===== src/rtl/multicycle_alu_if.sv =====
// Handshake and operand/result bundle for multicycle_alu.
// The master issues ops; the slave is the ALU itself.
interface multicycle_alu_if #(
    parameter int unsigned N = 8
) ();
    logic         start;
    logic [N-1:0] a;
    logic [N-1:0] b;
    logic [2:0]   ALUControl;
    logic         set_flags;
    logic [N-1:0] out;
    logic         negative;
    logic         zero;
    logic         carry_out;
    logic         overflow;
    logic         busy;
    logic         done;

    modport master (
        output start, a, b, ALUControl, set_flags,
        input  out, negative, zero, carry_out, overflow, busy, done
    );

    modport slave (
        input  start, a, b, ALUControl, set_flags,
        output out, negative, zero, carry_out, overflow, busy, done
    );
endinterface


===== src/rtl/multicycle_alu.sv =====
// Registered ALU with NZCV flag register and an N-cycle shift-add unsigned multiplier.
// Single-cycle ops complete at the sampling edge; MUL holds busy for N cycles.
module multicycle_alu #(
    parameter int unsigned N = 8
) (
    input logic            clk,
    input logic            reset,
    multicycle_alu_if.slave bus
);
    localparam int unsigned ShW = $clog2(N);

    localparam logic [2:0] OpAdd = 3'b000;
    localparam logic [2:0] OpSub = 3'b001;
    localparam logic [2:0] OpAnd = 3'b010;
    localparam logic [2:0] OpOr  = 3'b011;
    localparam logic [2:0] OpXor = 3'b100;
    localparam logic [2:0] OpLsl = 3'b101;
    localparam logic [2:0] OpLsr = 3'b110;
    localparam logic [2:0] OpMul = 3'b111;

    typedef enum logic [0:0] {StIdle, StMul} state_e;

    state_e         state_q, state_d;
    logic [N-1:0]   out_q, out_d;
    logic [3:0]     flags_q, flags_d;  // {N, Z, C, V}
    logic           done_q, done_d;
    logic [2*N-1:0] acc_q, acc_d;
    logic [2*N-1:0] mcand_q, mcand_d;
    logic [N-1:0]   mplier_q, mplier_d;
    logic [ShW-1:0] cnt_q, cnt_d;
    logic           sf_q, sf_d;

    logic [N-1:0]   alu_res;
    logic           alu_c, alu_v;
    logic [N-1:0]   b_op;
    logic [N:0]     sum;
    logic [ShW-1:0] sh;
    logic [2*N-1:0] lsl_w, lsr_w;
    logic [2*N-1:0] mul_sum;

    always_comb begin
        sh    = bus.b[ShW-1:0];
        b_op  = (bus.ALUControl == OpSub) ? ~bus.b : bus.b;
        sum   = {1'b0, bus.a} + {1'b0, b_op} + {{N{1'b0}}, bus.ALUControl == OpSub};
        // Wide shifts keep the last bit shifted out just beyond the result field.
        lsl_w = {{N{1'b0}}, bus.a} << sh;
        lsr_w = {bus.a, {N{1'b0}}} >> sh;
        alu_res = '0;
        alu_c   = 1'b0;
        alu_v   = 1'b0;
        unique case (bus.ALUControl)
            OpAdd, OpSub: begin
                alu_res = sum[N-1:0];
                alu_c   = sum[N];
                alu_v   = (bus.a[N-1] == b_op[N-1]) && (sum[N-1] != bus.a[N-1]);
            end
            OpAnd: alu_res = bus.a & bus.b;
            OpOr:  alu_res = bus.a | bus.b;
            OpXor: alu_res = bus.a ^ bus.b;
            OpLsl: begin
                alu_res = lsl_w[N-1:0];
                alu_c   = lsl_w[N];
            end
            OpLsr: begin
                alu_res = lsr_w[2*N-1:N];
                alu_c   = lsr_w[N-1];
            end
            OpMul: alu_res = '0;
            default: alu_res = '0;
        endcase
    end

    assign mul_sum = acc_q + (mplier_q[0] ? mcand_q : '0);

    always_comb begin
        state_d  = state_q;
        out_d    = out_q;
        flags_d  = flags_q;
        done_d   = 1'b0;
        acc_d    = acc_q;
        mcand_d  = mcand_q;
        mplier_d = mplier_q;
        cnt_d    = cnt_q;
        sf_d     = sf_q;
        unique case (state_q)
            StIdle: begin
                if (bus.start) begin
                    if (bus.ALUControl == OpMul) begin
                        acc_d    = '0;
                        mcand_d  = {{N{1'b0}}, bus.a};
                        mplier_d = bus.b;
                        cnt_d    = '0;
                        sf_d     = bus.set_flags;
                        state_d  = StMul;
                    end else begin
                        out_d  = alu_res;
                        done_d = 1'b1;
                        if (bus.set_flags) begin
                            flags_d = {alu_res[N-1], alu_res == '0, alu_c, alu_v};
                        end
                    end
                end
            end
            StMul: begin
                acc_d    = mul_sum;
                mcand_d  = mcand_q << 1;
                mplier_d = mplier_q >> 1;
                cnt_d    = cnt_q + 1'b1;
                if (cnt_q == ShW'(N - 1)) begin
                    out_d   = mul_sum[N-1:0];
                    done_d  = 1'b1;
                    state_d = StIdle;
                    if (sf_q) begin
                        flags_d = {mul_sum[N-1], mul_sum[N-1:0] == '0,
                                   |mul_sum[2*N-1:N], 1'b0};
                    end
                end
            end
            default: state_d = StIdle;
        endcase
    end

    always_ff @(posedge clk) begin
        if (reset) begin
            state_q  <= StIdle;
            out_q    <= '0;
            flags_q  <= '0;
            done_q   <= 1'b0;
            acc_q    <= '0;
            mcand_q  <= '0;
            mplier_q <= '0;
            cnt_q    <= '0;
            sf_q     <= 1'b0;
        end else begin
            state_q  <= state_d;
            out_q    <= out_d;
            flags_q  <= flags_d;
            done_q   <= done_d;
            acc_q    <= acc_d;
            mcand_q  <= mcand_d;
            mplier_q <= mplier_d;
            cnt_q    <= cnt_d;
            sf_q     <= sf_d;
        end
    end

    assign bus.out       = out_q;
    assign bus.negative  = flags_q[3];
    assign bus.zero      = flags_q[2];
    assign bus.carry_out = flags_q[1];
    assign bus.overflow  = flags_q[0];
    assign bus.busy      = (state_q == StMul);
    assign bus.done      = done_q;
endmodule


===== src/flat_wrapper.sv =====
// flat-port wrapper written by rule: the top's interface ports become plain ports
module multicycle_alu_flat 
#(
    parameter int unsigned N = 8
)
  (clk, reset, bus_start, bus_a, bus_b, bus_ALUControl, bus_set_flags, bus_out, bus_negative, bus_zero, bus_carry_out, bus_overflow, bus_busy, bus_done);
  multicycle_alu_if #(.N(N)) bus_i ();
  input logic clk;
  input logic reset;
  input wire logic [$bits(bus_i.start)-1:0] bus_start;
  input wire logic [$bits(bus_i.a)-1:0] bus_a;
  input wire logic [$bits(bus_i.b)-1:0] bus_b;
  input wire logic [$bits(bus_i.ALUControl)-1:0] bus_ALUControl;
  input wire logic [$bits(bus_i.set_flags)-1:0] bus_set_flags;
  output wire logic [$bits(bus_i.out)-1:0] bus_out;
  output wire logic [$bits(bus_i.negative)-1:0] bus_negative;
  output wire logic [$bits(bus_i.zero)-1:0] bus_zero;
  output wire logic [$bits(bus_i.carry_out)-1:0] bus_carry_out;
  output wire logic [$bits(bus_i.overflow)-1:0] bus_overflow;
  output wire logic [$bits(bus_i.busy)-1:0] bus_busy;
  output wire logic [$bits(bus_i.done)-1:0] bus_done;
  assign bus_i.start = bus_start;
  assign bus_i.a = bus_a;
  assign bus_i.b = bus_b;
  assign bus_i.ALUControl = bus_ALUControl;
  assign bus_i.set_flags = bus_set_flags;
  assign bus_out = bus_i.out;
  assign bus_negative = bus_i.negative;
  assign bus_zero = bus_i.zero;
  assign bus_carry_out = bus_i.carry_out;
  assign bus_overflow = bus_i.overflow;
  assign bus_busy = bus_i.busy;
  assign bus_done = bus_i.done;
  multicycle_alu #(.N(N)) u_core (.clk(clk), .reset(reset), .bus(bus_i));
endmodule

===== config.mk =====
export PLATFORM = sky130hd
export DESIGN_NAME = multicycle_alu_flat
export DESIGN_NICKNAME = d
export VERILOG_FILES = /design/src/rtl/multicycle_alu_if.sv /design/src/rtl/multicycle_alu.sv /design/src/flat_wrapper.sv
export SDC_FILE = /design/constraint.sdc
export NUM_CORES = 1
export LEC_CHECK = 0
export ABC_AREA = 1
export BUFFER_PORTS_ARGS = -buffer_cell sky130_fd_sc_hd__buf_2
export CAP_MARGIN = 20
export CORE_UTILIZATION = 35
export DETAILED_ROUTE_END_ITERATION = 12
export GPL_ROUTABILITY_DRIVEN = 0
export PLACE_DENSITY_LB_ADDON = 0.05
export SLEW_MARGIN = 30
export SYNTH_ARGS = -nofsm -noshare
export SYNTH_HDL_FRONTEND = slang
export SYNTH_SLANG_ARGS = --single-unit

===== constraint.sdc =====
create_clock -name clk -period 5.9 [get_ports clk]
set_clock_uncertainty 0.05 [all_clocks]
set_input_delay 0.59 -clock clk [delete_from_list [all_inputs] [get_ports clk]]
set_output_delay 0.59 -clock clk [all_outputs]
set_load 0.05 [all_outputs]

After elaboration in Yosys (flattened, before gate mapping). Index checks and enable logic that the tools add are counted.

Add/subtract/negate cells: 4. Equality and inequality tests: 16. Shift-type cells: 2. Muxes and demuxes: 35. Bitwise logic cells: 5. Reduce and logical (&&, ||, !) cells: 10.

Operator list (count): 16-bit two-way mux (5); 16-bit one-hot mux with 2 select lines (2); 8-bit one-hot mux with 7 select lines (1); 8-bit two-way mux (6); 8-bit one-hot mux with 2 select lines (2); 4-bit two-way mux (5); 16-bit adder (1); 8-bit zero test (2); 16-bit by 3-bit >> shifter with 16-bit output (1); 3-bit == test (second input constant) (5); 2-bit != test (second input constant) (5); 8-bit by 8-bit adder with 9-bit output (1); 9-bit by 1-bit adder with 9-bit output (1); 8-bit by 3-bit << shifter with 9-bit output (1); 8-bit AND (1); 8-bit inverter (1); 8-bit bitwise OR (1); 4-bit one-hot mux with 2 select lines (1); 8-bit OR reduction (1); 8-bit bitwise XOR (1); 1-bit two-way mux (7); 3-bit by 2-bit == test with 1-bit output (second input constant) (2); 3-bit two-way mux (2); 3-bit one-hot mux with 2 select lines (1); other kinds (14) (16).

Bits in registers: 58. Bits of input ports: 23. Output and inout port bits: 14. Word-level logic and storage cells: 81.

Longest topological paths before layout.
Depth after elaboration: 11. Mapped depth: 19. Depth with buffers taken out: 17.

Least setup slack after synthesis. Ideal clock, no wire load.

Kind: input to register. Start point: input bus_ALUControl[2]. End point: register u_core.out_q[5] (netlist: u_core.bus.out[5]). Library setup time: 118 ps. Arrival: 2637 ps. Data required time: 5732 ps. Setup slack: 3095 ps. Stages: 15. Buffers on the path: 2. Cells stage by stage: buf_4 > nor2_1 > buf_2 > nand2_1 > xor2_1 > ha_1 > a21oi_1 > nor2_1 > nor2_1 > nand2_1 > xor2_1 > a21oi_1 > o21ai_0 > nor2_1 > nor2_1.

Word-level cells in the longest chain between the ends: 8. Elaborated cells between the ends (all ways): 18. Those cells by class: 2 x add/sub; 8 x eq/ne; 5 x mux; 3 x reduce/logical.

Ends and longest elaborated chain: from (decl) (RTL line flat_wrapper.sv:13) `input wire logic [$bits(bus_i.ALUControl)-1:0] bus_ALUControl;`; 3-bit by 1-bit == test with 1-bit output (RTL line multicycle_alu.sv:43, multicycle_alu.sv:44, multicycle_alu.sv:51); 8-bit two-way mux (RTL line multicycle_alu.sv:43) `b_op = (bus.ALUControl == OpSub) ? ~bus.b : bus.b;`; 8-bit by 8-bit adder with 9-bit output (RTL line multicycle_alu.sv:44) `sum = {1'b0, bus.a} + {1'b0, b_op} + {{N{1'b0}}, bus.ALUControl == OpSub};`; 9-bit by 1-bit adder with 9-bit output (RTL line multicycle_alu.sv:44); 8-bit one-hot mux with 7 select lines (RTL line multicycle_alu.sv:51) `unique case (bus.ALUControl)`; 8-bit two-way mux (RTL line multicycle_alu.sv:88) `if (bus.ALUControl == OpMul) begin`; 8-bit two-way mux (RTL line multicycle_alu.sv:87) `if (bus.start) begin`; 8-bit one-hot mux with 2 select lines (RTL line multicycle_alu.sv:85) `unique case (state_q)`; to (signal assigned) (RTL line multicycle_alu.sv:136) `out_q <= out_d;`; to (decl) (RTL line multicycle_alu.sv:24) `logic [N-1:0] out_q, out_d;`.

Several ways; a longest one is shown, not always the timed one. The select of a mux whose other input is x is not followed. A chain may end at the register's enable or synchronous reset.

Worst setup path in the final report. Ends and elaborated chain as after synthesis.

==> impl_metrics.prom <==
# TYPE chip_impl_metric gauge
chip_impl_metric{name="grt_pass1_vias",unit=""} 4706
chip_impl_metric{name="timing.critical_path.required",unit="ns"} 6.07
chip_impl_metric{name="ys_async_sr_fraction",unit=""} 0
chip_impl_metric{name="syn_nets",unit=""} 846
chip_impl_metric{name="post_synth_num_cell_types",unit=""} 38
chip_impl_info{name="worstSetupEndpointType",value="flop"} 1
chip_impl_metric{name="flow.area_growth_from_synthesis",unit="%"} 11.3
chip_impl_metric{name="clock_slew_at_reported_path_ffs",unit="ns"} 0.05
chip_impl_metric{name="synth_warnings",unit=""} 0
chip_impl_metric{name="cts_buffers",unit=""} 9
chip_impl_metric{name="irDropWorstVdd",unit="uV"} 134
chip_impl_metric{name="dieHeight",unit="um"} 119
chip_impl_metric{name="cts_resized",unit=""} 0
chip_impl_metric{name="insertedDiodeCount",unit=""} 0
chip_impl_metric{name="finish.utilization",unit=""} 0.401
chip_impl_info{name="yosys-top-cells-area",value="dfxtp_1 (24%), nand2_1 (20%), ha_1 (12%)"} 1
chip_impl_info{name="crit_type",value="in2reg"} 1
chip_impl_info{name="outcome",value="completed"} 1
chip_impl_info{name="synth_ff_type",value="dfxtp_1"} 1
chip_impl_info{name="tritoncts",value="built"} 1
chip_impl_metric{name="die_x",unit="um"} 119
chip_impl_metric{name="yosys_register_bits",unit=""} 58
chip_impl_metric{name="number_of_enable_flip_flop_cells_after_synthesis",unit=""} 0
chip_impl_metric{name="cts-htree-levels",unit=""} 3
chip_impl_metric{name="vias",unit=""} 5061
chip_impl_metric{name="final_period_minus_worst_setup_slack",unit="ns"} 3.24
chip_impl_metric{name="clock_tree.buffer_depth",unit=""} 2
chip_impl_info{name="worstSetupEndpoint",value="u_core.bus.out[5]"} 1
chip_impl_metric{name="worst-endpoint-arrival",unit="ns"} 3.41
chip_impl_metric{name="worst-r2r-cell-count",unit=""} 13
chip_impl_metric{name="fin_setup_tns",unit="ns"} 0
chip_impl_metric{name="synthDominantCellAreaShare",unit=""} 0.243
chip_impl_info{name="synth.most_common_cell",value="nand2_1"} 1
chip_impl_metric{name="globalRoute.totalOverflow",unit=""} 0
chip_impl_metric{name="postRouteWirelength",unit="um"} 15100
chip_impl_metric{name="first_pass_grt_wire_length",unit="um"} 24700
chip_impl_metric{name="number_of_antenna_violations_at_the_first_check_in_global_routing",unit=""} 0
chip_impl_metric{name="dr.first_iter.drc_count",unit=""} 448
chip_impl_metric{name="fin_worst_hold_slack",unit="ns"} 0.413
chip_impl_metric{name="clk-insertion-delay-late",unit="ns"} 0.33
chip_impl_metric{name="start_util",unit=""} 0.360
chip_impl_metric{name="max_cap_viol_count",unit=""} 0
chip_impl_info{name="min_path_type",value="reg2reg"} 1
chip_impl_metric{name="viasPerCell",unit=""} 5.17
chip_impl_metric{name="slew-limit-headroom",unit=""} 0.386
chip_impl_info{name="reg2reg_from",value="u_core.mplier_q[0]"} 1
chip_impl_metric{name="synth.avg_cell_area",unit="sq um"} 6.16
chip_impl_metric{name="detailed_place_hpwl",unit="um"} 11400
chip_impl_metric{name="route.detailed.drc",unit=""} 0
chip_impl_metric{name="crit_path_max_fanout",unit=""} 11
chip_impl_info{name="grt_setup_unrepaired",value="false"} 1
chip_impl_info{name="end_of_the_worst_register_to_register_path",value="u_core.flags_q[1]"} 1
chip_impl_metric{name="maximum_number_of_pins_on_one_net_before_global_route_repair",unit=""} 46
chip_impl_metric{name="wl_per_cell",unit="um"} 15.4
chip_impl_metric{name="syn_inst",unit=""} 777
chip_impl_metric{name="rrSetupSlack",unit="ns"} 3.09
chip_impl_metric{name="hold_buffers",unit=""} 0
chip_impl_metric{name="tritoncts_num_sinks",unit=""} 58
chip_impl_info{name="crit_path_from",value="bus_ALUControl[2]"} 1
chip_impl_metric{name="power.density",unit="nW/um^2"} 211
chip_impl_metric{name="pin_count",unit=""} 37
chip_impl_metric{name="post_route_cells_drive_above_1_share",unit=""} 0.0898
chip_impl_metric{name="grt_total_usage",unit=""} 0.224
chip_impl_metric{name="max_slew.worst_pin.slew",unit="ns"} 0.919
chip_impl_metric{name="detailedRoute.firstPassIterationCount",unit=""} 5
chip_impl_metric{name="design.final.nets",unit=""} 866
chip_impl_metric{name="maxClockFrequency",unit="GHz"} 0.309
chip_impl_metric{name="power_leakage",unit="uW"} 0.00268
chip_impl_metric{name="die-area",unit="sq um"} 14100
chip_impl_metric{name="numPortBuffers",unit=""} 36
chip_impl_metric{name="design.core.area",unit="sq um"} 13300
chip_impl_info{name="cts_root_buf",value="clkbuf_16"} 1
chip_impl_metric{name="hold_viol_final",unit=""} 0
chip_impl_metric{name="synth_sequential_area_ratio",unit=""} 0.243
chip_impl_metric{name="ant_nets",unit=""} 0
chip_impl_metric{name="post-route-period-util",unit=""} 0.549
chip_impl_info{name="synth.top_cells.by_count",value="nand2_1 (255), inv_1 (88), nand3_1 (79), dfxtp_1 (58), a21oi_1 (55)"} 1
chip_impl_metric{name="drv_slew",unit=""} 0
chip_impl_metric{name="cts.repair_timing.setup_buffer_count",unit=""} 0
chip_impl_metric{name="netlist_area",unit="sq um"} 4790
chip_impl_metric{name="num_rows",unit=""} 42
chip_impl_info{name="top_cell_type_by_total_area_after_synthesis",value="dfxtp_1"} 1
chip_impl_metric{name="timing.final.setup_violations",unit=""} 0
chip_impl_info{name="startpoint_type",value="primary input"} 1
power by group:
group	internal (uW)	switching, uW	leakage (uW)
logic	67.5	170	0.00208
clock network	293	180	0.000133
registers	405	7.55	0.000471
total	765	357	0.00268
registers in the layout, indices dropped and copies added, names as in the netlist:
name,cells
u_core.mcand_q,16
u_core.cnt_q,3
u_core.flags_q,4
u_core.bus.out,8
u_core.bus.busy,1
u_core.sf_q,1
u_core.bus.done,1
u_core.mplier_q,8
u_core.acc_q,16
final cells by class:
cell class / instances / area (sq um)
fillers: 1514 / 7970
multi-input cells: 594 / 3120
flip-flops and latches: 58 / 1160
inverters: 96 / 363
clock buffers: 13 / 250
well taps: 176 / 220
repair buffers: 38 / 195
clock inverters: 3 / 15.0
cell families (layout without fill, tap and decap cells):
logic type               Yosys count  after routing  synth area share
AO/OA/AOI/OAI                    110            110             0.127
adder cells (fa/ha/maj)           46             46             0.123
buffers and inverters            125            150             0.106
XOR/XNOR                          17             17            0.0311
flip-flops                        58             58             0.243
AND/OR/NAND/NOR                  421            421             0.370
worst min path at each step:
stage / end / depth (start not counted) / from
floorplan: u_core.mcand_q[15] / 2 / u_core.mcand_q[15]
global placement: u_core.cnt_q[1] / 2 / u_core.cnt_q[1]
detailed placement: u_core.mplier_q[7] / 2 / u_core.mplier_q[7]
CTS: u_core.mplier_q[7] / 2 / u_core.mplier_q[7]
global route: u_core.mplier_q[1] / 2 / u_core.mplier_q[2]
finish: u_core.mplier_q[7] / 2 / u_core.mplier_q[7]
placed cells by master, fill, tap and decap left out, types with 9 or more instances in the layout:
cell and count:
a21oi_1 55, a31oi_1 20, buf_2 36, clkbuf_16 9, dfxtp_1 58, ha_1 44, inv_1 88, nand2_1 255
nand3_1 79, nand4_1 11, nor2_1 50, o21ai_0 22, xor2_1 12
critical path, stage by stage:
cell and delay (ns):
buf_2 0.15, nor2_1 0.60, nand2_1 0.41, xor2_1 0.31
ha_1 0.30, a21oi_1 0.25, nor2_1 0.07, nor2_1 0.08
nand2_1 0.06, xor2_1 0.14, a21oi_1 0.18, o21ai_0 0.11
nor2_1 0.11, nor2_1 0.04
metrics by stage:
step / cells / area, sq um / setup WS, ns / total power (uW)
6_report: 978 / 5330 / 2.66 / 1120
5_1_grt: 978 / 5330 / 2.28 / 1180
4_1_cts: 978 / 5330 / 2.71 / 1130
3_3_place_gp: 962 / 5060 / 2.39 / 655
2_1_floorplan: 777 / 4790 / 3.10 / 587
3_5_place_dp: 962 / 5060 / 2.36 / 655
per-layer routing:
metal | global-route usage | wire, um | up-vias
met2 | 0.343 | 6570 | 109
met5 | 0 | 0 | -
met4 | 0.0530 | 176 | 0
met1 | 0.324 | 7710 | 2382
li1 | - | - | 2552
met3 | 0.0374 | 623 | 18
Power figures use the tool's default switching activity.
